==> src/rtl/shader_loader.sv <==
// Host-side loader: streams load commands into the instruction/data RAM
// write port, then runs the core and reports status and run length.
module shader_loader #(
  parameter int WORD_WIDTH    = 32,
  parameter int ADDRESS_WIDTH = 16,
  parameter int START_DELAY   = 2
) (
  input  logic                     clock,
  input  logic                     reset_n,
  input  logic [WORD_WIDTH-1:0]    in_data,
  input  logic                     in_valid,
  output logic                     in_ready,
  output logic [ADDRESS_WIDTH-1:0] ext_write_address,
  output logic [WORD_WIDTH-1:0]    ext_write_data,
  output logic                     ext_enable_write_inst,
  output logic                     ext_enable_write_data,
  output logic                     run,
  input  logic                     halted,
  input  logic                     exception,
  output logic                     busy,
  output logic                     done,
  output logic                     done_exception,
  output logic [31:0]              cycle_count
);

  localparam int DW = (START_DELAY > 1) ? $clog2(START_DELAY) : 1;

  typedef enum logic [2:0] {
    S_IDLE,
    S_LOAD,
    S_RUN_START,
    S_RUN_WAIT,
    S_DONE
  } state_t;

  state_t                   state_q, state_d;
  logic                     tgt_data_q;
  logic [ADDRESS_WIDTH-1:0] addr_q;
  logic [13:0]              remain_q;
  logic [DW-1:0]            dly_q;
  logic                     in_ready_q, busy_q, run_q, done_q;
  logic                     we_inst_q, we_data_q, done_exc_q;
  logic [ADDRESS_WIDTH-1:0] waddr_q;
  logic [WORD_WIDTH-1:0]    wdata_q;
  logic [31:0]              cycle_count_q;

  logic       fire;
  logic [1:0] op;
  logic [13:0] cnt;

  assign fire = in_valid && in_ready_q;
  assign op   = in_data[31:30];
  assign cnt  = in_data[29:16];

  always_comb begin
    state_d = state_q;
    unique case (state_q)
      S_IDLE: begin
        if (fire) begin
          unique case (op)
            2'b01, 2'b10: if (cnt != '0) state_d = S_LOAD;
            2'b11:        state_d = S_RUN_START;
            default:      state_d = S_IDLE;
          endcase
        end
      end
      S_LOAD:      if (fire && remain_q == 14'd1) state_d = S_IDLE;
      S_RUN_START: if (dly_q == DW'(START_DELAY - 1)) state_d = S_RUN_WAIT;
      S_RUN_WAIT:  if (halted || exception) state_d = S_DONE;
      S_DONE:      state_d = S_IDLE;
      default:     state_d = S_IDLE;
    endcase
  end

  always_ff @(posedge clock or negedge reset_n) begin
    if (!reset_n) begin
      state_q       <= S_IDLE;
      tgt_data_q    <= 1'b0;
      addr_q        <= '0;
      remain_q      <= '0;
      dly_q         <= '0;
      in_ready_q    <= 1'b0;
      busy_q        <= 1'b0;
      run_q         <= 1'b0;
      done_q        <= 1'b0;
      we_inst_q     <= 1'b0;
      we_data_q     <= 1'b0;
      done_exc_q    <= 1'b0;
      waddr_q       <= '0;
      wdata_q       <= '0;
      cycle_count_q <= '0;
    end else begin
      state_q    <= state_d;
      in_ready_q <= (state_d == S_IDLE) || (state_d == S_LOAD);
      busy_q     <= (state_d != S_IDLE);
      run_q      <= (state_d == S_RUN_START) || (state_d == S_RUN_WAIT);
      done_q     <= (state_d == S_DONE);
      we_inst_q  <= 1'b0;
      we_data_q  <= 1'b0;
      if (run_q && cycle_count_q != '1)
        cycle_count_q <= cycle_count_q + 32'd1;
      unique case (state_q)
        S_IDLE: begin
          if (fire && op != 2'b00) begin
            if (op == 2'b11) begin
              cycle_count_q <= '0;
              done_exc_q    <= 1'b0;
              dly_q         <= '0;
            end else begin
              tgt_data_q <= op[1];
              addr_q     <= {in_data[ADDRESS_WIDTH-1:2], 2'b00};
              remain_q   <= cnt;
            end
          end
        end
        S_LOAD: begin
          if (fire) begin
            wdata_q   <= in_data;
            waddr_q   <= addr_q;
            we_inst_q <= !tgt_data_q;
            we_data_q <= tgt_data_q;
            addr_q    <= addr_q + ADDRESS_WIDTH'(4);
            remain_q  <= remain_q - 14'd1;
          end
        end
        S_RUN_START: dly_q <= dly_q + DW'(1);
        S_RUN_WAIT:  if (halted || exception) done_exc_q <= exception;
        default: ;
      endcase
    end
  end

  assign in_ready              = in_ready_q;
  assign busy                  = busy_q;
  assign run                   = run_q;
  assign done                  = done_q;
  assign done_exception        = done_exc_q;
  assign cycle_count           = cycle_count_q;
  assign ext_write_address     = waddr_q;
  assign ext_write_data        = wdata_q;
  assign ext_enable_write_inst = we_inst_q;
  assign ext_enable_write_data = we_data_q;

endmodule

==> config.mk <==
export PLATFORM = sky130hd
export DESIGN_NAME = shader_loader
export DESIGN_NICKNAME = d
export VERILOG_FILES = /design/src/rtl/shader_loader.sv
export SDC_FILE = /design/constraint.sdc
export NUM_CORES = 1
export LEC_CHECK = 0
export CAP_MARGIN = 0
export CORE_UTILIZATION = 35
export CTS_BUF_LIST = sky130_fd_sc_hd__clkbuf_8
export CTS_CLUSTER_DIAMETER = 80
export CTS_CLUSTER_SIZE = 12
export DETAILED_ROUTE_END_ITERATION = 10
export GPL_TIMING_DRIVEN = 0
export SYNTH_ARGS = -nofsm -noshare
export SYNTH_HDL_FRONTEND = slang
export SYNTH_SLANG_ARGS = --single-unit
==> constraint.sdc <==
create_clock -name clock -period 5.4 [get_ports clock]
set_clock_uncertainty 0.2 [all_clocks]
set_input_delay 0.54 -clock clock [delete_from_list [all_inputs] [get_ports clock]]
set_output_delay 0.54 -clock clock [all_outputs]
set_load 0.02 [all_outputs]
## Yosys cells after proc, flatten, opt, wreduce, memory -nomap -nowiden

Index checks and enable logic that the tools add are counted.

- Register bits after elaboration: 122
- Bits in latches: 0
- Memory bits (writable): 0
- Bits in read-only memories: 0
- Bits of input ports: 37
- Output and inout port bits: 87
- Logic and storage cells: 87
- Memories kept: 0

- Add/subtract/negate cells: 4
- Multipliers: 0
- Div/mod/pow operators: 0
- Order comparisons: 0
- Equality and inequality tests: 17
- Shifts and indexed selects: 0
- Multiplexer cells: 28
- Bitwise gates (word level): 1
- Reductions and logical operators: 22

Operators with widths:

| cell | number |
|---|---|
| $mux 32 | 4 |
| $mux 16 | 3 |
| $mux 14 | 3 |
| $add 32x1->32 const B | 1 |
| $ne 32x32->1 const B | 1 |
| $pmux 16 s2 | 1 |
| $pmux 14 s2 | 1 |
| $add 16x3->16 const B | 1 |
| $mux 3 | 5 |
| $eq 14x1->1 const B | 1 |
| $reduce_bool 14->1 | 1 |
| $sub 14x1->14 const B | 1 |
| $eq 3x2->1 const B | 4 |
| $pmux 3 s4 | 1 |
| $ne 2x2->1 const B | 5 |
| $reduce_and 4->1 | 2 |
| $reduce_bool 2->1 | 4 |
| $mux 1 | 7 |
| $eq 3x1->1 const B | 2 |
| $logic_not 3->1 | 2 |
| $pmux 3 s2 | 1 |
| $reduce_and 3->1 | 2 |
| $eq 2x2->1 const B | 2 |
| $logic_and 1x1->1 | 4 |
| 10 further kinds | 13 |

## Longest topological paths before layout

Gate-level depths: netlist (run 1).

- Depth in word-level cells: 7
- Gate-level depth with buffers: 9
- Depth with buffers taken out: 7

## Worst setup path after synthesis (run 1)

OpenSTA, ideal clock, no wires.

- Path kind: reg2reg
- From: register cycle_count_q[0] (netlist: cycle_count[0])
- To: register cycle_count_q[26] (netlist: cycle_count[26])
- Library setup time: 0.077 ns
- Arrival time: 2.023 ns
- Required time: 5.123 ns
- Path slack: 3.100 ns
- Stages on the path, launching flop included: 7
- Buffers on the path: 0
- Clock period less this slack: 2.300 ns
- Cells stage by stage: dfrtp_1 ha_1 and4_4 nand2_4 or4_4 or3_1 a21oi_1

- Longest elaborated chain between the ends: 6
- Elaborated cells between the ends (all ways): 7
- Classes of those cells: add/sub: 1; eq/ne: 1; mux: 4; reduce/logical: 1

RTL lines:

| item | line | RTL |
|---|---|---|
| start: declaration | 45 | `logic [31:0] cycle_count_q;` |
| start signal: assignment | 101 | `cycle_count_q <= cycle_count_q + 32'd1;` |
| parallel branches: the longest is 2 deep, another holds $add 32x1->32 | n/a |  |
| $mux 32 (*) | 100 | `if (run_q && cycle_count_q != '1)` |
| $mux 32 | 105 | `if (op == 2'b11) begin` |
| $mux 32 | 104 | `if (fire && op != 2'b00) begin` |
| $mux 32 (*) | 102 | `unique case (state_q)` |

Every way passes the cells marked *.
A chain may end at the register's enable or synchronous reset.

## Final worst setup path (run 1)

- From: input in_data[31]
- To: register cycle_count_q[2] (netlist: cycle_count[2])

- Longest elaborated chain between the ends: 4
- Elaborated cells between the ends (all ways): 6
- Classes of those cells: eq/ne: 1; mux: 3; reduce/logical: 2

RTL lines:

| item | line | RTL |
|---|---|---|
| start: declaration | 10 | `input logic [WORD_WIDTH-1:0] in_data,` |
| $eq 2x2->1 / $reduce_bool 2->1 (equally long branches) | 105, 104 |  |
| $mux 32 / $logic_and 1x1->1 (equally long branches) | 105, 104 |  |
| $mux 32 (*) | 104 |  |
| $mux 32 (*) | 102 |  |

Every way passes the cells marked *; elsewhere a longest branch is shown, timed or not.

==> results of run 1 <==
-- state kept, by name, indices dropped and copies added, names as in the netlist --
name	cells
state_q	3
busy	1
ext_write_address	14
dly_q	1
done_exception	1
ext_enable_write_data	1
remain_q	14
addr_q	14
ext_enable_write_inst	1
cycle_count	32
done	1
run	1
in_ready	1
ext_write_data	32
tgt_data_q	1
-- how the worst min path moves through the flow --
stage | from | endpoint | slack (ns)
finish | tgt_data_q | ext_enable_write_inst | 0.27
global route | tgt_data_q | ext_enable_write_inst | 0.30
CTS | reset_n | cycle_count[26] | 0.29
detailed placement | reset_n | cycle_count[26] | 0.19
global placement | remain_q[12] | remain_q[12] | 0.29
floorplan | reset_n | addr_q[10] | 0.04
-- cell usage after synthesis, types with 4 or more instances --
master	count
o21a_1	4
a31oi_1	11
and3_1	6
o211ai_1	6
inv_1	9
mux2_2	46
o21ai_0	31
nor3_1	10
ha_1	6
dfrtp_1	118
clkbuf_1	17
nand2_1	42
a211oi_1	8
nand4_1	13
or3_1	6
buf_2	9
or4_1	5
xnor2_1	17
nor2_1	52
nor4_1	9
nand3_1	29
o22a_1	7
xor2_1	4
a2111oi_0	4
a21oi_1	33
-- what timing repair did --
action                    in CTS  in global routing
hold buffers                   1                  0
hold endpoints to repair      19                  0
buffers inserted               0                  0
-- where the power goes --
| part | leakage (nW) | internal, mW | switching (mW) |
|---|---|---|---|
| clock network | 0.233 | 0.586 | 0.364 |
| registers | 1.39 | 1.29 | 0.415 |
| logic | 1.49 | 1.07 | 1.23 |
-- logic make-up after synthesis --
| family | synth area share, % |
|---|---|
| muxes | 9.230 |
| buffers and inverters | 3.262 |
| xor gates and xnor gates | 3.155 |
| AOI/OAI and AO/OA | 14.60 |
| and+or+nand+nor | 17.75 |
| adders and majority gates | 1.288 |
| DFF | 50.65 |
| other | 0.06433 |
-- layer usage --
metal	up-vias	wire length, um	share of wire (%)	GRT usage (%)
li1	2359	-	-	-
met3	16	960	6.1	5.276
met1	2538	6864	44	23.80
met2	178	7647	49	32.40
met4	0	142	0.91	5.341
met5	-	0	0	0
-- stage by stage --
step	worst slack, ns	power (mW)	area (um2)	std cells	TNS (ns)
2_1_floorplan	3.100	2.992	5833	563	0
3_3_place_gp	-1.070	3.975	7315	900	-125.19
3_5_place_dp	2.316	4.027	7343	901	0
4_1_cts	2.782	4.998	7828	934	0
5_1_grt	2.621	5.288	7828	934	0
6_report	2.782	4.964	7828	934	0
-- critical path: stages --
cell	delay (ns)
clkdlybuf4s50_1	0.51
inv_1	0.09
ha_1	0.17
and3b_1	0.20
clkbuf_1	0.26
and3_2	0.29
clkbuf_8	0.19
clkbuf_1	0.36
nor2_1	0.10
-- layout make-up --
class                           count  area [um2]  share of cell area [%]
Timing Repair Buffer              123        1250                   15.97
Multi-Input combinational cell    405        2690                   34.37
Clock inverter                     12       198.9                   2.542
Buffer                             31       156.4                   1.998
Inverter                            9       33.78                  0.4316
Sequential cell                   118        2953                   37.72
Clock buffer                       20       275.3                   3.517
Tap cell                          216       270.3                   3.453
==> results.txt, run 1 <==
Final Max Slew Viols -> 0
Synth top area cells -> dfrtp_1 51%, mux2_2 8.9%, nor2_1 3.3%, a21oi_1 2.8%, nand2_1 2.7%
Post-CTS sizing -> 0
WS Path Type -> input port to flip-flop
Die Width -> 131.1 um
Hold path cells -> 1
Peak supply drop -> 0.2902 mV
RSZ-0062 raised after global routing -> no
CTS tree -> built
Post-layout min period -> 2.618 ns
Tcrit/Tclk final -> 48.49%
Commonest cells after routing, fill and taps aside -> 120 x clkdlybuf4s50_1, 118 x dfrtp_1, 52 x nor2_1
CTS clk-pin slew, worst paths -> 0.07 ns
CP startpoint kind -> input port
Root buffer cell -> clkbuf_8
Final setup vio count -> 0
Worst Setup SP -> in_data[31]
H-tree levels -> 4
PortBufs -> 121
Worst Path Arrival -> 2.72 ns
Routed wire length -> 15610 um
Avg Cell Area, Syn -> 10.37 um2
Sequential area share after synthesis -> 50.65%
MaxCap Viol Count -> 0
CP Capture Point -> cycle_count[2]
Pwr per Cell Area -> 634.1 mW/mm2
Final hold viol count -> 0
Initial antenna violation count -> 0
Final Util -> 48.75%
Nets -> 748
Pin count of the biggest net entering global routing -> 100
Top_reg_cell synth -> dfrtp_1
Syn Inst Count -> 562
Commonest non-fill, non-tap cell in the layout -> clkdlybuf4s50_1
Post-synth EDFFs -> 0
Congestion Overflow GR -> 0
Area added between synthesis and finish -> 34.28%
Ports -> 124
DPL Wire Length -> 11270 um
Leak pwr -> 3.114 nW
Critical Path Fanout Max -> 10
F_max -> 381.9 MHz
Vias/cell -> 5.451
CP endpoint kind -> flip-flop
Routed WL per cell -> 16.72 um
Via count -> 5091
Clock Sinks -> 118
WP data required -> 5.50 ns
Clock tree buffer depth -> 2
Slew headroom -> 41.25%
Filler cells -> 1430
Yosys reg bits -> 118
Overall routing resource usage -> 19.09%
Remaining DRCs -> 0
Gpl congestion -> 0.8629
Worst Max-Slew Pin Slew -> 0.8732 ns
Min Hold Slack -> 0.2677 ns
Initial DRC Count -> 367
First-pass DRT Iterations -> 5
Reg2Reg Depth -> 6
Final ANT Viol Nets -> 0
Yosys top cell by area -> dfrtp_1
First-pass GRT wire length -> 25100 um
Warnings, synthesis -> 0
Post-synth ARST share -> 100.0%
FF-to-FF setup slack -> 2.81 ns
Share of post-route cells with drive strength above 1 -> 14.90%
Worst-Skew Late Latency -> 0.44 ns
Num CTS Buffers -> 17
Hold Path Class -> flip-flop to flip-flop
Initial Util -> 36.30%
Distinct cells, synth -> 64
Vias in the first global route -> 4908
Synth top area share -> 50.65%
Die area -> 0.01718 mm2
Worst flop-to-flop path startpoint -> state_q[1]
Status -> completed
Worst R2R End -> ext_write_data[29]
Core area -> 0.01606 mm2
Cell area after synthesis -> 0.005829 mm2
Site Rows -> 46
# diodes -> 0
Die Y -> 131.1 um
Power figures use the tool's default switching activity.
==> inputs of run 2 (changes only) <==
Clock period 5.4 ns to 2.3 ns, I/O delays scaled along.
==> run 2 against run 1 <==
Combinational power is 140% higher. Sequential share of layout area is 0.31 points lower. Via count is 0.53% lower. Global-route usage is 0.27 points higher. Clock-buffer cell count stayed put. Hold slack worse by 0.058 ns. Register-to-register slack worse by 2.7 ns. Core utilization is 0.53 points higher. Power is 130% higher. Critical path type is now flip-flop to flip-flop. Largest cell class unchanged. Largest power group unchanged.
==> results.txt, run 2 (synthesis results as in run 1) <==
Share of post-route cells with drive strength above 1 -> 18.66% (+3.8 points)
First-pass DRT Iterations -> 7 (+2)
Slew headroom -> 42.25% (+1.0 points)
Remaining DRCs -> 0 (unchanged)
Pwr per Cell Area -> 1438 mW/mm2 (+130%)
Worst R2R End -> cycle_count[26]
Nets -> 759 (+1.5%)
Leak pwr -> 3.175 nW (+2.0%)
FF-to-FF setup slack -> 0.09 ns (-2.72 ns)
Clock tree buffer depth -> 2 (unchanged)
Critical Path Fanout Max -> 10 (unchanged)
H-tree levels -> 4 (unchanged)
CTS tree -> built
Initial DRC Count -> 327 (-11%)
CP startpoint kind -> flip-flop
Routed wire length -> 15690 um (+0.45%)
Peak supply drop -> 0.6447 mV (+120%)
Vias in the first global route -> 4932 (+0.49%)
WP data required -> 2.46 ns (-3.04 ns)
Final Max Slew Viols -> 0 (unchanged)
Final Util -> 49.28% (+0.53 points)
Reg2Reg Depth -> 6 (unchanged)
Post-layout min period -> 2.212 ns
CTS clk-pin slew, worst paths -> 0.07 ns (about the same)
Worst path depth -> 6 (-3)
CP max-delay cell -> or4_4
Worst Max-Slew Pin Slew -> 0.8634 ns (-0.009826 ns)
Commonest non-fill, non-tap cell in the layout -> clkdlybuf4s50_1
Worst flop-to-flop path startpoint -> cycle_count[0]
Commonest cells after routing, fill and taps aside -> 120 x clkdlybuf4s50_1, 112 x dfrtp_1, 52 x nor2_1
CP cell instances -> ha_4 -> and4_4 -> nand2_4 -> or4_4 -> or3_1 -> a21oi_1
First-pass GRT wire length -> 25360 um (+1.0%)
Routed WL per cell -> 16.60 um (-0.71%)
Final ANT Viol Nets -> 0 (unchanged)
CP Capture Point -> cycle_count[26]
Overall routing resource usage -> 19.36% (+0.27 points)
Initial antenna violation count -> 0 (unchanged)
Hold Path Class -> input port to asynchronous set/reset pin
Final setup vio count -> 0 (unchanged)
Pin count of the biggest net entering global routing -> 99 (-1.0%)
MaxCap Viol Count -> 0 (unchanged)
F_max -> 452.1 MHz
Worst Path Arrival -> 2.37 ns (-0.35 ns)
Die Width -> 131.1 um (unchanged)
Num CTS Buffers -> 17 (unchanged)
PortBufs -> 121 (unchanged)
Initial Util -> 36.30% (unchanged)
Via count -> 5064 (-0.53%)
# diodes -> 0 (unchanged)
DPL Wire Length -> 11100 um (-1.5%)
Final hold viol count -> 0 (unchanged)
Min Hold Slack -> 0.2093 ns (-0.05846 ns)
Gpl congestion -> 0.8780 (+1.7%)
Site Rows -> 46 (unchanged)
Die area -> 0.01718 mm2 (unchanged)
WS Path Type -> flip-flop to flip-flop
Vias/cell -> 5.359 (-1.7%)
CP endpoint kind -> flip-flop
Area added between synthesis and finish -> 35.74%
Crit path buffers/inverters -> 0 (-5)
Max incr delay on CP -> 0.57 ns (+0.06 ns)
Congestion Overflow GR -> 0 (unchanged)
Tcrit/Tclk final -> 96.18%
Cell family with most CP delay -> simple AND/OR/NAND/NOR gates
Clock Sinks -> 118 (unchanged)
Status -> completed
Root buffer cell -> clkbuf_8
Core area -> 0.01606 mm2 (unchanged)
Ports -> 124 (unchanged)
Die Y -> 131.1 um (unchanged)
Worst-Skew Late Latency -> 0.44 ns (about the same)
Worst Setup SP -> cycle_count[0]
==> run 2: cell count changes in the layout (fill, tap and decap cells not counted), moves of 4 or more <==
cell / change
clkbuf_1: -8
buf_4: +16
dfrtp_1: -6
clkinv_2: +5
bufinv_16: -4
clkbuf_2: +5
dfrtp_2: +6
buf_2: -6
==> run 2: how the worst min path moves through the flow <==
stage | start | to | slack [ns] | cells after the start
3_3_place_gp | tgt_data_q | ext_enable_write_inst | 0.29 | 1
5_1_grt | in_data[0] | ext_write_data[0] | 0.19 | 2
2_1_floorplan | reset_n | addr_q[10] | -0.27 | 0
6_report | reset_n | cycle_count[27] | 0.21 | 3
4_1_cts | in_data[0] | ext_write_data[0] | 0.18 | 2
3_5_place_dp | reset_n | cycle_count[23] | -0.11 | 1
==> run 2: timing repair <==
action,CTS,global route
cloned,0,0
resized for setup,11,27
buffers inserted,6,6
hold buffers,2,0
endpoints found under the hold margin,118,0
pin swaps,1,5
endpoints found under the setup margin,71,77
==> run 2: final cells by class <==
type | instances | area (um2)
clock inverter | 12 | 87.58
timing repair buffer | 136 | 1350
multi-input combinational | 405 | 2758
tap | 216 | 270.3
fill | 1435 | 8145
sequential | 118 | 2960
buffer | 29 | 177.7
inverter | 9 | 33.78
clock buffer | 20 | 275.3
==> run 2: per-layer routing <==
layer  vias up  part of all wire (%)  GRT usage, %
met1      2495                    44         24.66
met3        18                   6.1         5.479
li1       2383                     -             -
met5         -                     0             0
met4         0                   1.2         6.694
met2       168                    48         31.53
==> run 2: stage by stage <==
stage / power (mW) / TNS [ns] / cell area [um2] / cells / worst slack (ns)
3_5_place_dp: 9.452 / -25.74 / 7345 / 901 / -0.4709
3_3_place_gp: 9.328 / -482.99 / 7316 / 900 / -4.328
2_1_floorplan: 7.027 / 0 / 5834 / 563 / 0.01451
4_1_cts: 11.34 / 0 / 7800 / 939 / 0.004549
5_1_grt: 12.19 / -0.0002947 / 7913 / 945 / -0.0002947
6_report: 11.38 / 0 / 7913 / 945 / 0.08792
==> run 2: worst min-delay path: cells and delay by family <==
kind | cells | cell delay [ns]
buf+inv | 3 | 1.03
==> run 2: power by group <==
| group | internal, mW | switching, mW |
|---|---|---|
| Clock | 0.916 | 0.834 |
| Combinational | 2.65 | 2.95 |
| Sequential | 3.05 | 0.976 |
==> inputs of run 3 (changes only) <==
Settings changed: SLEW_MARGIN from default to 20.
==> run 3 against run 2 <==
Critical path depth decreased by 1. Power increased by 1.5%. Combinational power about the same. Largest cell class unchanged. Largest power group unchanged.
==> results.txt, run 3 (synthesis results as in run 1) <==
Hold Path Class -> input port to asynchronous set/reset pin
First-pass DRT Iterations -> 5 (-2)
Gpl congestion -> 0.8780 (unchanged)
Peak supply drop -> 0.7308 mV (+13%)
Final ANT Viol Nets -> 0 (unchanged)
Congestion Overflow GR -> 0 (unchanged)
Clock tree buffer depth -> 2 (unchanged)
DPL Wire Length -> 11170 um (+0.60%)
Final cell count without fillers -> 945 (unchanged)
Filler cells -> 1474 (+2.7%)
Slew headroom -> 58.51% (+16 points)
Post-layout min period -> 2.257 ns (+0.04494 ns)
GRT busiest layer -> met2
Clock power share -> 16.3% (+0.9 points)
Multi-input gate area -> 0.002763 mm2 (+0.18%)
Die Y -> 131.1 um (unchanged)
Final setup vio count -> 0 (unchanged)
Nets -> 759 (unchanged)
Root buffer cell -> clkbuf_8
Max incr delay on CP -> 0.65 ns (+0.08 ns)
Flop pwr share -> 35.1% (-0.3 points)
Final Util -> 49.55% (+0.27 points)
Combinational share of power -> 48.7% (-0.5 points)
Overall routing resource usage -> 19.18% (-0.18 points)
Met3 Usage GRT -> 5.114% (-0.37 points)
CTS tree -> built
Post-route cell area -> 0.007956 mm2 (+0.55%)
Sw Share -> 41.22% (-0.59 points)
CP startpoint kind -> flip-flop
F_max -> 443.1 MHz (-2.0%)
Cell-internal power -> 6.787 mW (+2.5%)
Register area -> 0.002963 mm2 (about the same)
Initial DRC Count -> 300 (-8.3%)
Grt met1 use -> 24.82% (+0.16 points)
Met2 GRT Util -> 31.47% (-0.062 points)
Routed wire length -> 15620 um (-0.45%)
Vias in the first global route -> 4913 (-0.39%)
Total Power -> 11.55 mW (+1.5%)
Pin count of the biggest net entering global routing -> 61 (-38%)
Critical Path Fanout Max -> 7 (-3)
Status -> completed
Initial antenna violation count -> 0 (unchanged)
PortBufs -> 121 (unchanged)
MaxCap Viol Count -> 0 (unchanged)
Commonest cells after routing, fill and taps aside -> 120 x clkdlybuf4s50_1, 110 x dfrtp_1, 52 x nor2_1
Share of post-route cells with drive strength above 1 -> 19.07% (+0.41 points)
CP endpoint kind -> flip-flop
Die Width -> 131.1 um (unchanged)
CP max-delay cell -> or4_1
Leak pwr -> 3.186 nW (+0.35%)
Die area -> 0.01718 mm2 (unchanged)
Placed Area -> 0.007345 mm2 (unchanged)
Clock Sinks -> 118 (unchanged)
Area added between synthesis and finish -> 36.49%
CTS clk-pin slew, worst paths -> 0.07 ns (about the same)
Final hold viol count -> 0 (unchanged)
WS Path Type -> flip-flop to flip-flop
Core area -> 0.01606 mm2 (unchanged)
Num CTS Buffers -> 17 (unchanged)
Ports -> 124 (unchanged)
CP cell instances -> nand4_1 -> or4_1 -> o21ai_2 -> xor2_1 -> nor2_1
Remaining DRCs -> 0 (unchanged)
Via count -> 5022 (-0.83%)
Site Rows -> 46 (unchanged)
Initial Util -> 36.30% (unchanged)
Tcrit/Tclk final -> 98.13% (+2.0 points)
Pwr per Cell Area -> 1451 mW/mm2 (+0.93%)
# diodes -> 0 (unchanged)
Placed insts -> 901 (unchanged)
RSZ-0062 raised after global routing -> yes
Pre-CTS setup slack -> -0.4650 ns (+0.005888 ns)
H-tree levels -> 4 (unchanged)
Worst-Skew Late Latency -> 0.44 ns (about the same)
Switching pwr -> 4.759 mW (about the same)
Routed WL per cell -> 16.52 um (-0.45%)
Vias/cell -> 5.314 (-0.83%)
Worst Max-Slew Pin Slew -> 0.6066 ns (-0.2568 ns)
Worst Path Arrival -> 2.38 ns (about the same)
Final worst-path setup slack -> 0.04298 ns (-0.04494 ns)
WP data required -> 2.42 ns (-0.04 ns)
Commonest non-fill, non-tap cell in the layout -> clkdlybuf4s50_1
Final Max Slew Viols -> 0 (unchanged)
First-pass GRT wire length -> 25230 um (-0.49%)
run 3: changes by cell type in the layout (fill, tap and decap cells not counted), sizes merged:
cell / previous run / this run
buf: 25 / 27
bufinv: 1 / 2
clkinv: 7 / 5
dlygate4sd3: 2 / 1
run 3: final timing paths:
kind / from / to / slack (ns) / cells past startpoint
min in group clock: in_data[0] / ext_write_data[0] / 0.21 / 2
max in group asynchronous: reset_n / remain_q[3] / 1.05 / 3
setup / recovery: cycle_count[16] / cycle_count[0] / 0.04 / 5
hold reg to reg: tgt_data_q / ext_enable_write_inst / 0.29 / 1
setup reg to reg: cycle_count[16] / cycle_count[0] / 0.04 / 5
hold / removal: reset_n / cycle_count[25] / 0.15 / 2
run 3: per-stage QoR:
step           hold WS (ns)  TNS (ns)
2_1_floorplan       -0.2656         0
3_3_place_gp         0.2854   -482.99
3_5_place_dp        0.04297    -25.80
4_1_cts              0.1463         0
5_1_grt              0.1855   -0.1184
6_report             0.1508         0
run 3: area by class of cell:
cell class | instances | area share (%)
sequential | 118 | 37.24
multi-input combinational | 405 | 34.72
timing repair buffer | 136 | 16.94
clock buffer | 21 | 3.633
tap | 216 | 3.397
buffer | 29 | 2.296
clock inverter | 11 | 1.352
inverter | 9 | 0.4246
run 3: worst max-delay path, delay by kind of cell (launching register included):
family / cells / cell delay [ns]
compound gates: 1 / 0.30
xor+xnor: 1 / 0.19
flops: 1 / 0.48
simple gates: 3 / 0.97
run 3: per-layer routing:
metal | wire (um) | vias to the layer above
met5 | 0 | -
met3 | 886 | 14
met2 | 7702 | 179
li1 | - | 2384
met1 | 6871 | 2445
met4 | 153 | 0
run 3: what timing repair did:
item / 4_1_cts / 5_1_grt
endpoints found under the hold margin: 59 / 0
setup buffers: 6 / 7
hold buffers: 1 / 0
pin swaps: 1 / 4
gates resized for setup: 11 / 32
endpoints found under the setup margin: 76 / 83
run 3: power by group through the flow:
stage               Clock, mW  Combinational (mW)  Sequential [mW]
floorplan                   0                2.36             4.67
global placement            0                5.34             3.98
detailed placement          0                5.41             4.03
CTS                      1.93                5.53             4.00
global route             2.03                6.12             4.22
finish                   1.88                5.62             4.05
